`config.mk`:
```
export PLATFORM = sky130hd
export DESIGN_NAME = dff_reg_arbiter
export DESIGN_NICKNAME = d
export VERILOG_FILES = /design/src/rtl/dff_ctrl_pkg.sv /design/src/rtl/rr_pick.sv /design/src/rtl/dff_reg_arbiter.sv
export SDC_FILE = /design/constraint.sdc
export NUM_CORES = 1
export LEC_CHECK = 0
export BUFFER_PORTS_ARGS = -buffer_cell sky130_fd_sc_hd__buf_2
export CAP_MARGIN = 30
export CORE_UTILIZATION = 35
export CTS_BUF_LIST = sky130_fd_sc_hd__clkbuf_4 sky130_fd_sc_hd__clkbuf_8
export CTS_CLUSTER_DIAMETER = 30
export CTS_CLUSTER_SIZE = 8
export DETAILED_ROUTE_END_ITERATION = 10
export HOLD_SLACK_MARGIN = 0.02
export PLACE_DENSITY = 0.65
export SLEW_MARGIN = 15
export SYNTH_ARGS = -nofsm -noshare
export SYNTH_HDL_FRONTEND = slang
export SYNTH_SLANG_ARGS = --single-unit
```
`constraint.sdc`:
```
create_clock -name clk -period 3.75 [get_ports clk]
set_input_delay 0.75 -clock clk [delete_from_list [all_inputs] [get_ports clk]]
set_output_delay 0.75 -clock clk [all_outputs]
set_load 0.02 [all_outputs]
```
`src/rtl/dff_ctrl_pkg.sv`:
```
// dff_ctrl_pkg
//   Shared types and helpers for the arbitrated DFF register block.
//   - arb_state_t : arbiter FSM states (IDLE / GRANT / LOCKED)
//   - clog2_min1  : index width that never collapses to zero bits
package dff_ctrl_pkg;

  typedef enum logic [1:0] {
    IDLE   = 2'd0,
    GRANT  = 2'd1,
    LOCKED = 2'd2
  } arb_state_t;

  // Width needed to index n items; at least 1 so n=1/2 still gives a usable vector.
  function automatic int clog2_min1(input int n);
    return (n <= 2) ? 1 : $clog2(n);
  endfunction

endpackage

```
`src/rtl/rr_pick.sv`:
```
// rr_pick
//   Combinational round-robin picker: the first set req at or after ptr wins,
//   wrapping modulo NREQ.
//   Ports:
//     req     in  NREQ   request vector
//     ptr     in  IW     search start index (always < NREQ)
//     win_oh  out NREQ   one-hot winner, zero when no request
//     win_idx out IW     winner index, zero when no request
//     win_vld out 1      any request present
module rr_pick
  import dff_ctrl_pkg::*;
#(
  parameter int NREQ = 4
) (
  input  logic [NREQ-1:0]               req,
  input  logic [clog2_min1(NREQ)-1:0]   ptr,
  output logic [NREQ-1:0]               win_oh,
  output logic [clog2_min1(NREQ)-1:0]   win_idx,
  output logic                          win_vld
);

  localparam int IW = clog2_min1(NREQ);

  logic [2*NREQ-1:0] req_dbl;
  logic [NREQ-1:0]   req_rot;
  logic [IW:0]       sum;

  always_comb begin
    // Rotate right by ptr so the search start lands at bit 0.
    req_dbl = {req, req} >> ptr;
    req_rot = req_dbl[NREQ-1:0];
    win_oh  = '0;
    win_vld = |req;
    sum     = '0;
    // Descending scan: the lowest set rotated bit is assigned last and wins.
    for (int k = NREQ - 1; k >= 0; k--) begin
      if (req_rot[k]) sum = (IW+1)'(k) + {1'b0, ptr};
    end
    if (sum >= (IW+1)'(NREQ)) sum = sum - (IW+1)'(NREQ);
    win_idx = sum[IW-1:0];
    if (win_vld) win_oh[win_idx] = 1'b1;
  end

endmodule

```
`src/rtl/dff_reg_arbiter.sv`:
```
// dff_reg_arbiter
//   One WIDTH-bit register (q/qbar) shared by NREQ requesters. A round-robin
//   arbiter issues registered one-hot grants; the grantee's d loads into q on
//   each edge where it is granted and still requesting. lock lets the owner
//   keep the grant for up to MAX_HOLD consecutive loads.
//   Ports:
//     clk   in  1           rising-edge clock
//     rst   in  1           asynchronous active-low reset
//     req   in  NREQ        write requests
//     lock  in  NREQ        keep-grant requests (only meaningful with req)
//     d     in  NREQ*WIDTH  requester data, d[i*WIDTH +: WIDTH]
//     gnt   out NREQ        registered one-hot grant
//     owner out IW          current grantee index (valid when busy)
//     busy  out 1           any grant active
//     q     out WIDTH       register value
//     qbar  out WIDTH       ~q
module dff_reg_arbiter
  import dff_ctrl_pkg::*;
#(
  parameter int NREQ     = 4,
  parameter int WIDTH    = 8,
  parameter int MAX_HOLD = 4
) (
  input  logic                         clk,
  input  logic                         rst,
  input  logic [NREQ-1:0]              req,
  input  logic [NREQ-1:0]              lock,
  input  logic [NREQ*WIDTH-1:0]        d,
  output logic [NREQ-1:0]              gnt,
  output logic [clog2_min1(NREQ)-1:0]  owner,
  output logic                         busy,
  output logic [WIDTH-1:0]             q,
  output logic [WIDTH-1:0]             qbar
);

  localparam int IW = clog2_min1(NREQ);
  localparam int HW = clog2_min1(MAX_HOLD);

  arb_state_t        state_q, state_d;
  logic [NREQ-1:0]   gnt_q, gnt_d;
  logic [IW-1:0]     owner_q, owner_d;
  logic [IW-1:0]     ptr_q, ptr_d;
  logic [HW-1:0]     hold_cnt_q, hold_cnt_d;
  logic [WIDTH-1:0]  data_q, data_d;

  logic [WIDTH-1:0]  d_arr [NREQ];
  logic              owner_req, owner_lock, rel, arb;
  logic [IW-1:0]     next_ptr, pick_ptr, pick_idx;
  logic [NREQ-1:0]   pick_oh;
  logic              pick_vld;

  genvar gi;
  generate
    for (gi = 0; gi < NREQ; gi++) begin : g_unpack
      assign d_arr[gi] = d[gi*WIDTH +: WIDTH];
    end
  endgenerate

  assign owner_req  = req[owner_q];
  assign owner_lock = lock[owner_q];
  assign next_ptr   = (owner_q == IW'(NREQ - 1)) ? '0 : owner_q + 1'b1;

  // Release decision is kept apart from the next-state block so the picker
  // pointer mux does not close a combinational path through one process.
  always_comb begin
    rel = 1'b0;
    case (state_q)
      GRANT:   rel = !owner_req || !(owner_lock && (MAX_HOLD > 1));
      LOCKED:  rel = !owner_req || !owner_lock || (hold_cnt_q == HW'(MAX_HOLD - 1));
      default: rel = 1'b0;
    endcase
  end

  // On release the search already starts past the old owner, so a lone
  // requester is re-granted on the same edge with no idle bubble.
  assign pick_ptr = rel ? next_ptr : ptr_q;

  rr_pick #(.NREQ(NREQ)) u_pick (
    .req     (req),
    .ptr     (pick_ptr),
    .win_oh  (pick_oh),
    .win_idx (pick_idx),
    .win_vld (pick_vld)
  );

  always_comb begin
    state_d    = state_q;
    gnt_d      = gnt_q;
    owner_d    = owner_q;
    ptr_d      = ptr_q;
    hold_cnt_d = hold_cnt_q;
    data_d     = data_q;
    arb        = 1'b0;

    case (state_q)
      GRANT: begin
        if (owner_req) data_d = d_arr[owner_q];
        if (!rel) begin
          state_d    = LOCKED;
          hold_cnt_d = HW'(1);
        end
      end
      LOCKED: begin
        if (owner_req) data_d = d_arr[owner_q];
        if (!rel) hold_cnt_d = hold_cnt_q + 1'b1;
      end
      default: arb = 1'b1;
    endcase

    if (rel) begin
      ptr_d      = next_ptr;
      hold_cnt_d = '0;
      arb        = 1'b1;
    end

    if (arb) begin
      if (pick_vld) begin
        state_d = GRANT;
        gnt_d   = pick_oh;
        owner_d = pick_idx;
      end else begin
        state_d = IDLE;
        gnt_d   = '0;
        owner_d = '0;
      end
    end
  end

  always_ff @(posedge clk or negedge rst) begin
    if (!rst) begin
      state_q    <= IDLE;
      gnt_q      <= '0;
      owner_q    <= '0;
      ptr_q      <= '0;
      hold_cnt_q <= '0;
      data_q     <= '0;
    end else begin
      state_q    <= state_d;
      gnt_q      <= gnt_d;
      owner_q    <= owner_d;
      ptr_q      <= ptr_d;
      hold_cnt_q <= hold_cnt_d;
      data_q     <= data_d;
    end
  end

  assign gnt   = gnt_q;
  assign owner = owner_q;
  assign busy  = |gnt_q;
  assign q     = data_q;
  assign qbar  = ~data_q;

endmodule

```
==> flow_summary.yaml, run 1 <==
clock_tree:
  cts_buffer_depth: 2
  cts_resized: 0
  cts_buffers: 3
  insertion_delay_ns: 0.30
  postCtsSetupRepairBufs: 0
  clock-sinks: 20
  htree_levels: 1
  clk_pin_slew_ns: 0.11
  cts_root_buf: "clkbuf_4"
  cts_tree: "yes"
  ctsHoldBuffers: 0
sta:
  fin_ws_ns: 0.858
  setup_viol: 0
  rsz0062_at_grt: "no"
  finClkSkew_ns: 0.000968
  post-route-period-util_pct: 77.1
  tightest_slew_ns: 0.534
  period_needed_ns: 2.89
  whs_ns: 0.377
  relSlewSlack_pct: 64.0
  tns_ns: 0
  slew_violations: 0
  fmax_mhz: 346
  hold_viol: 0
finish:
  area_growth_pct: 32.2
  final_common_cell: "buf_2"
  n_antenna_cell: 0
  fin_nets: 220
  mostFrequentLayoutCells: "buf_2 (64), dfrtp_1 (20), inv_1 (13)"
  drive_above_1_share_pct: 55.5
hold_path:
  worstHoldPathType: "in -> async"
logic_synthesis:
  synth_cell_types: 36
  synth_seq_cells: 20
  yosys.area_share.adder_pct: 3.91
  netlist_area_mm2: 0.00128
  synth-compound-area-share_pct: 12.5
  synthArstFlopShare_pct: 100
  synth_xor_xnor_area_share_pct: 0
  seq_area_frac_synth_pct: 39.1
  synthSimpleGateAreaFrac_pct: 11.3
  netlist_instances: 107
  synthFlopType: "dfrtp_1"
  synth.area.mux_share_pct: 28.1
  ys.warnings.count: 0
  synth_nets: 153
  synth_top_family_by_area: "multiplexers"
  avgSynthCellArea_um2: 12.0
  synth_edf_count: 0
setup_path:
  max_stage_delay_ns: 0.68
  cp_max_fo: 13
  slowest_stage: "dfrtp_1"
  start_kind: "flip-flop"
  worst-endpoint-arrival_ns: 3.10
  worst_ep_required_time_ns: 3.96
  path_cells: "mux4_2 -> and2_4 -> mux2i_2 -> mux2_2 -> or4_4 -> o41ai_2"
  end_kind: "flip-flop"
  critPathKind: "reg -> reg"
die:
  core_mm2: 0.00342
  ios: 65
  die_area_mm2: 0.00391
  die_h_um: 62.5
  die_x_um: 62.5
  initial_core_util_pct: 37.5
  rows: 21
route:
  wirelength_um: 2970
  wl_per_cell_um: 13.5
  num_vias: 1130
  drc: 0
  drtPass1Iterations: 4
  via_per_inst: 5.16
  postRouteAntennaNets: 0
  drt_iter0_drc: 38
placed_design:
  port_buffers: 64
  place.gp.congestion: 0.877
  dp_slack_ns: 0.578
  place_hpwl_um: 2430
power_and_ir_drop:
  p_leak_nw: 0.841
  p_per_area_mw_per_mm2: 947
  finalPower_mw: 1.61
  ir_drop_v: 0.000446
grt:
  grt_overflow: 0
  antenna_found_initial: 0
  grt_max_degree: 21
  grt_pass1_vias: 1079
  grt_pass1_wl_um: 4950
  grt_usage_pct: 16.1
flow_run:
  cap_violations: 0
run_status:
  status: "finished, final reports clean"
kinds of logic after synthesis:
| logic type | after synthesis |
|---|---|
| and+or+nand+nor | 26 |
| DFF | 20 |
| adders and majority gates | 4 |
| buffers and inverters | 17 |
| muxes | 22 |
| AOI/OAI and AO/OA | 18 |
Yosys cell counts (all sizes together), types with 2 or more instances:
| cell type | number | area share, % |
|---|---|---|
| mux2 | 9 | 7.9 |
| dfrtp | 20 | 39 |
| clkbuf | 2 | 0.59 |
| a21oi | 2 | 0.78 |
| nor2 | 6 | 1.8 |
| a32o | 3 | 2.3 |
| mux2i | 3 | 2.6 |
| a22o | 3 | 2.1 |
| ha | 4 | 3.9 |
| mux4 | 10 | 18 |
| inv | 13 | 3.8 |
| or4 | 2 | 1.5 |
| buf | 2 | 0.68 |
| nand2 | 7 | 2.1 |
| nor4 | 3 | 1.5 |
worst paths after layout:
kind	slack, ns	end	cells after the start	start
max	0.86	gnt[3]$_DFFE_PN0N_	6	owner[1]$_DFFE_PN0N_
min	0.38	gnt[3]$_DFFE_PN0N_	1	rst
max reg2reg	0.86	gnt[3]$_DFFE_PN0N_	6	owner[1]$_DFFE_PN0N_
min reg2reg	0.53	gnt[2]$_DFFE_PN0N_	2	gnt[2]$_DFFE_PN0N_
max in group asynchronous	3.07	hold_cnt_q[1]$_DFFE_PN0P_	1	rst
min in group clk	0.53	gnt[2]$_DFFE_PN0N_	2	gnt[2]$_DFFE_PN0N_
stage by stage:
stage                     instances  utilization, %  cell area [um^2]
after detailed placement        215            48.5              1660
after floorplan                 107               -              1280
after CTS                       219            49.6              1690
final                           219            49.6              1690
after global placement          215            48.5              1660
after global routing            219            49.6              1690
power breakdown:
part           internal [mW]  total (mW)  switching (mW)  leakage, nW
registers              0.324       0.419          0.0949        0.244
logic                  0.494        1.06           0.568        0.576
clock network         0.0592       0.124          0.0648       0.0210
total                  0.877        1.61           0.728        0.841
worst max-delay path, delay by kind of cell, from the launching register on:
family,cells,cell delay (ns)
DFF,1,0.68
and+or+nand+nor,2,0.72
AOI/OAI and AO/OA,1,0.27
muxes,3,1.13
state kept, by name (all words and copies together), names as in the netlist:
register and count:
state_q 2, owner 2, ptr_q 2, hold_cnt_q 2
gnt 4, q 8
final cells by class:
class,count,area (um^2)
repair buffers,66,335
multi-input cells,70,716
clock buffers,4,36.3
flip-flops and latches,20,500
fillers,329,1720
inverters,13,48.8
well taps,46,57.6
metal layers:
layer,GRT usage [%],vias to the layer above,part of all wire (%)
met5,0,-,0
met4,4.65,0,1.1
met1,20.5,554,42
met3,3.65,4,4.8
met2,27.0,32,53
li1,-,540,-
Power figures use the tool's default switching activity.
==> run 2, diff against run 1 <==
--- a/config.mk
+++ b/config.mk
@@ -5,6 +5,7 @@
 export SDC_FILE = /design/constraint.sdc
 export NUM_CORES = 1
 export LEC_CHECK = 0
+export ABC_AREA = 1
 export BUFFER_PORTS_ARGS = -buffer_cell sky130_fd_sc_hd__buf_2
 export CAP_MARGIN = 30
 export CORE_UTILIZATION = 35
==> constraint.sdc (replaced) <==
create_clock -name clk -period 2.6 [get_ports clk]
set_input_delay 0.52 -clock clk [delete_from_list [all_inputs] [get_ports clk]]
set_output_delay 0.52 -clock clk [all_outputs]
set_load 0.02 [all_outputs]
==> run 2 against run 1 <==
- cell count rose by 51%
- cell area grew 16%
- core utilization fell by 1.9 points
- die area up 20%
- global-route usage grew 3.6 points
- count of clock-buffer cells in the layout shrank 1
- sequential share of layout area down 4.0 points
- clock power rose to 2.6 times the previous value
- hold slack worse by 0.18 ns
- non-clock buffer count did not move
- sequential power increased by 34%
- worst setup slack got worse by 0.46 ns
==> flow_summary.yaml, run 2 <==
finish:
  area_growth_pct: 27.3
  fin_nets: 328
  layoutNonFillerInstCount: 331
  n_antenna_cell: 0
  final_common_cell: "buf_2"
  largest_reg_flops: 8
  mostFrequentLayoutCells: "buf_2 (64), nand2_1 (41), nor2_1 (30)"
  drive_above_1_share_pct: 34.9
  finalInstanceArea_mm2: 0.00196
  utilization_pct: 47.7
clock_tree:
  ctsHoldBuffers: 0
  htree_levels: 1
  cts_buffer_depth: 2
  clk_pin_slew_ns: 0.09
  postCtsSetupRepairBufs: 0
  cts_tree: "yes"
  clock-sinks: 20
  insertion_delay_ns: 0.26
  cts_root_buf: "clkbuf_8"
  cts_resized: 0
  cts_buffers: 3
setup_path:
  r2r_setup_slack_ns: 0.40
  path_cells: "inv_2 -> nand2_1 -> nand3_1 -> nand2_2 -> nand3_4 -> nand3_4 -> nand2_2 -> nand2_4 -> nand2_2 -> nand3_1 -> nand2_1 -> nand2_1 -> nand2_1 -> nand2_2 -> nand3_2 -> o21ai_0"
  cp_max_fo: 21
  critPathKind: "reg -> reg"
  start_kind: "flip-flop"
  cp_top_family: "simple AND/OR/NAND/NOR gates"
  end_kind: "flip-flop"
  worst-endpoint-arrival_ns: 2.33
  slowest_stage: "dfrtp_1"
  r2r_start: "owner[0]$_DFFE_PN0N_"
  max_stage_delay_ns: 0.47
  cp_num_cells: 16
  reg2reg_to: "owner[0]$_DFFE_PN0N_"
  path_buf_inv: 1
  worst_ep_required_time_ns: 2.73
  crit_path_end: "owner[0]$_DFFE_PN0N_"
  r2r_cells: 16
  crit_start: "owner[0]$_DFFE_PN0N_"
grt:
  antenna_found_initial: 0
  grt_overflow: 0
  grt_usage_pct: 19.7
  grt_pass1_wl_um: 6780
  grt_max_degree: 22
  grt_pass1_vias: 1503
die:
  rows: 23
  core_mm2: 0.00412
  die_h_um: 68.4
  die_area_mm2: 0.00468
  die_x_um: 68.4
  ios: 65
  initial_core_util_pct: 37.5
sta:
  period_needed_ns: 2.20
  hold_viol: 0
  post-route-period-util_pct: 84.8
  setup_viol: 0
  fmax_mhz: 454
  fin_ws_ns: 0.396
  tns_ns: 0
  whs_ns: 0.198
  tightest_slew_ns: 0.610
  finClkSkew_ns: 0.00701
  slew_violations: 0
  rsz0062_at_grt: "no"
  relSlewSlack_pct: 58.8
route:
  wirelength_um: 4050
  num_vias: 1614
  drc: 0
  dr_wl_met3_um: 137
  top_layer_used: "met4"
  met2WireLength_um: 2090
  wl_per_cell_um: 12.2
  routedLengthMet1_um: 1790
  drtPass1Iterations: 5
  postRouteAntennaNets: 0
  drt_iter0_drc: 132
  via_per_inst: 4.88
placed_design:
  dpl_cell_area_mm2: 0.00189
  place.gp.congestion: 0.897
  place_hpwl_um: 3190
  place_inst: 327
  dp_slack_ns: 0.358
  port_buffers: 64
logic_synthesis:
  seq_area_frac_synth_pct: 32.4
  synth_cell_types: 32
  synth_edf_count: 0
  yosys.cell_count.top_type: "nand2_1"
  yosysTopAreaCell: "dfrtp_1"
  synth_top_area_share_pct: 32.4
  synthArstFlopShare_pct: 100
  avgSynthCellArea_um2: 7.01
  netlist_area_mm2: 0.00154
  synth_commonest_cells: "nand2_1 (41), nor2_1 (30), inv_1 (27), dfrtp_1 (20), o21ai_0 (19)"
  netlist_instances: 220
  synth.area.top_cells: "dfrtp_1 (32%), nand2_1 (10%), nor2_1 (7.3%)"
  ys.warnings.count: 0
  synthFlopType: "dfrtp_1"
  synth_nets: 266
  synth_seq_cells: 20
power_and_ir_drop:
  p_per_area_mw_per_mm2: 1680
  finalPower_mw: 3.29
  p_leak_nw: 1.11
  ir_drop_v: 0.000494
flow_run:
  cap_violations: 0
run_status:
  status: "finished, final reports clean"
hold_path:
  worstHoldPathType: "in -> async"
-- run 2: report_power, final --
part           total, mW  internal, mW  leakage (nW)  switching (mW)
combinational       2.41         0.806         0.836            1.60
sequential         0.561         0.473         0.238          0.0879
clock              0.320         0.206        0.0357           0.114
-- run 2: layout make-up --
class                   count  area, um^2
inverters                  29         109
flip-flops and latches     20         500
well taps                  50        62.6
fillers                   443        2150
multi-input cells         162         885
repair buffers             66         335
clock inverters             1        30.0
clock buffers               3        41.3
-- run 2: kinds of logic after synthesis --
kind of cell / synth area share [%]
adders and majority gates: 3.24
buffers and inverters: 10.2
DFF: 32.4
AOI/OAI and AO/OA: 15.8
and+or+nand+nor: 38.3
-- run 2: worst min-delay path by stage --
stage | to | start | cells past startpoint | slack [ns]
after floorplan | gnt[0]$_DFFE_PN0N_ | rst | 0 | 0.22
after global placement | gnt[3]$_DFFE_PN0N_ | gnt[3]$_DFFE_PN0N_ | 2 | 0.48
after detailed placement | gnt[2]$_DFFE_PN0N_ | gnt[2]$_DFFE_PN0N_ | 2 | 0.48
after CTS | ptr_q[1]$_DFF_PN0_ | rst | 1 | 0.21
after global routing | ptr_q[1]$_DFF_PN0_ | rst | 1 | 0.22
final | ptr_q[1]$_DFF_PN0_ | rst | 1 | 0.20
-- run 2: routing by layer --
layer,GRT usage [%],vias up
li1,-,844
met4,6.25,0
met5,0,-
met2,34.8,41
met3,3.00,4
met1,24.1,725
==> run 3, diff against run 2 <==
--- a/config.mk
+++ b/config.mk
@@ -14,7 +14,7 @@
 export CTS_CLUSTER_SIZE = 8
 export DETAILED_ROUTE_END_ITERATION = 10
 export HOLD_SLACK_MARGIN = 0.02
-export PLACE_DENSITY = 0.65
+export PLACE_DENSITY = 0.63
 export SLEW_MARGIN = 15
 export SYNTH_ARGS = -nofsm -noshare
 export SYNTH_HDL_FRONTEND = slang
==> constraint.sdc (replaced) <==
create_clock -name clk -period 2.3 [get_ports clk]
set_input_delay 0.46 -clock clk [delete_from_list [all_inputs] [get_ports clk]]
set_output_delay 0.46 -clock clk [all_outputs]
set_load 0.02 [all_outputs]
==> run 3 against run 2 <==
- hold slack lost 0.062 ns
- wire length grew 0.32%
- clock skew grew 0.00057 ns
- cell area grew 2.3%
- combinational power grew 17%
- clock power grew 13%
- non-clock buffer count grew 5
- power grew 17%
- count of clock-buffer cells in the layout is the same
==> flow_summary.yaml, run 3 (synthesis results as in run 2) <==
run_status:
  status: "finished, final reports clean"
die:
  rows: 23
  die_area_mm2: 0.00468
  initial_core_util_pct: 37.5
  core_mm2: 0.00412
  die_x_um: 68.4
  die_h_um: 68.4
  ios: 65
route:
  postRouteAntennaNets: 0
  wirelength_um: 4060
  top_layer_used: "met4"
  drtPass1Iterations: 4
  drc: 0
  routedLengthMet1_um: 1820
  wl_per_cell_um: 12.1
  met2WireLength_um: 2010
  drt_iter0_drc: 80
  via_per_inst: 4.80
  dr_wl_met3_um: 127
  num_vias: 1614
grt:
  grt_max_degree: 21
  grt_pass1_vias: 1567
  antenna_found_initial: 0
  grt_usage_pct: 20.3
  grt_pass1_wl_um: 7020
  grt_overflow: 0
setup_path:
  path_buf_inv: 1
  start_kind: "flip-flop"
  crit_top_cell: "nand2_1"
  critPathKind: "reg -> reg"
  cp_top_family: "simple AND/OR/NAND/NOR gates"
  end_kind: "flip-flop"
  worst-endpoint-arrival_ns: 2.17
  worst_ep_required_time_ns: 2.46
  max_stage_delay_ns: 0.49
  slowest_stage: "dfrtp_2"
  path_cells: "inv_2 -> nand2_1 -> nand3_1 -> nand2_2 -> nand3_4 -> nand4_2 -> nand2_4 -> nand2_2 -> nand3_1 -> nand2_1 -> nand2_1 -> nand2_1 -> nand2_2 -> nand2_1 -> nand3_1 -> nand2_1"
  cp_max_fo: 10
clock_tree:
  cts_tree: "yes"
  insertion_delay_ns: 0.27
  clock-sinks: 20
  ctsHoldBuffers: 0
  clk_pin_slew_ns: 0.08
  htree_levels: 1
  postCtsSetupRepairBufs: 0
  cts_root_buf: "clkbuf_8"
  cts_buffers: 3
  cts_buffer_depth: 2
sta:
  tightest_slew_ns: 0.631
  finClkSkew_ns: 0.00758
  relSlewSlack_pct: 57.4
  setup_viol: 0
  whs_ns: 0.136
  period_needed_ns: 2.01
  fmax_mhz: 497
  slew_violations: 0
  rsz0062_at_grt: "no"
  tns_ns: 0
  post-route-period-util_pct: 87.5
  hold_viol: 0
finish:
  drive_above_1_share_pct: 37.4
  largest_reg_flops: 8
  fill_cells: 441
  final_common_cell: "buf_2"
  area_growth_pct: 30.2
  multiInputGateArea_um2: 890
  utilization_pct: 48.8
  regArea_um2: 503
  n_antenna_cell: 0
  fin_nets: 333
  mostFrequentLayoutCells: "buf_2 (64), nand2_1 (40), nor2_1 (30)"
power_and_ir_drop:
  p_int_mw: 1.76
  swShare_pct: 54.1
  net-switching-power_mw: 2.08
  finalPower_mw: 3.84
  seqPwrFrac_pct: 17.1
  p_per_area_mw_per_mm2: 1910
  p_leak_nw: 1.13
  ir_drop_v: 0.000532
  power_frac_comb_pct: 73.5
  p_clk_share_pct: 9.4
flow_run:
  cap_violations: 0
placed_design:
  place_hpwl_um: 3270
  port_buffers: 64
  place.gp.congestion: 0.865
hold_path:
  worstHoldPathType: "in -> async"
## run 3: timing repair
item	in CTS	in global routing
endpoints found under the hold margin	0	0
endpoints found under the setup margin	0	6
resized for setup	0	5
## run 3: layer usage
| layer | vias to the layer above | global-route usage [%] |
|---|---|---|
| met1 | 725 | 24.9 |
| met4 | 0 | 9.11 |
| met5 | - | 0 |
| met2 | 31 | 33.6 |
| met3 | 10 | 4.67 |
| li1 | 848 | - |
## run 3: path summary, 6_finish.rpt
path | startpoint | to | slack, ns | depth (start not counted)
setup / recovery | owner[0]$_DFFE_PN0N_ | gnt[2]$_DFFE_PN0N_ | 0.29 | 16
hold / removal | rst | gnt[0]$_DFFE_PN0N_ | 0.14 | 1
setup reg to reg | owner[0]$_DFFE_PN0N_ | gnt[2]$_DFFE_PN0N_ | 0.29 | 16
hold reg to reg | gnt[2]$_DFFE_PN0N_ | gnt[2]$_DFFE_PN0N_ | 0.50 | 2
max in group asynchronous | rst | owner[0]$_DFFE_PN0N_ | 1.81 | 1
min in group clk | gnt[2]$_DFFE_PN0N_ | gnt[2]$_DFFE_PN0N_ | 0.50 | 2
## run 3: metrics by stage
stage          instance area (um^2)  instances  setup slack, ns
5_1_grt                        2010        336           0.0238
4_1_cts                        2000        336            0.182
2_1_floorplan                  1540        220            0.298
3_3_place_gp                   1930        332            0.145
6_report                       2010        336            0.287
3_5_place_dp                   1930        332            0.153
## run 3: cell type report
class | count | area share (%)
clock buffers | 3 | 2.06
clock inverters | 1 | 1.50
inverters | 29 | 5.42
multi-input cells | 162 | 44.3
flip-flops and latches | 20 | 25.0
well taps | 50 | 3.12
repair buffers | 71 | 18.6
## run 3: worst register-to-register path, cell delays in order, from the launching register on
cell and delay (ns):
dfrtp_2 0.49, inv_2 0.12, nand2_1 0.05, nand3_1 0.08
nand2_2 0.07, nand3_4 0.12, nand4_2 0.18, nand2_4 0.17
nand2_2 0.06, nand3_1 0.06, nand2_1 0.06, nand2_1 0.08
nand2_1 0.07, nand2_2 0.09, nand2_1 0.07, nand3_1 0.08
nand2_1 0.05
## run 3: power by group through the flow
stage	sequential [mW]	combinational, mW	clock, mW
2_1_floorplan	0.769	2.03	0
3_3_place_gp	0.660	2.79	0
3_5_place_dp	0.659	2.82	0
4_1_cts	0.653	2.82	0.374
5_1_grt	0.682	3.21	0.392
6_report	0.655	2.82	0.362
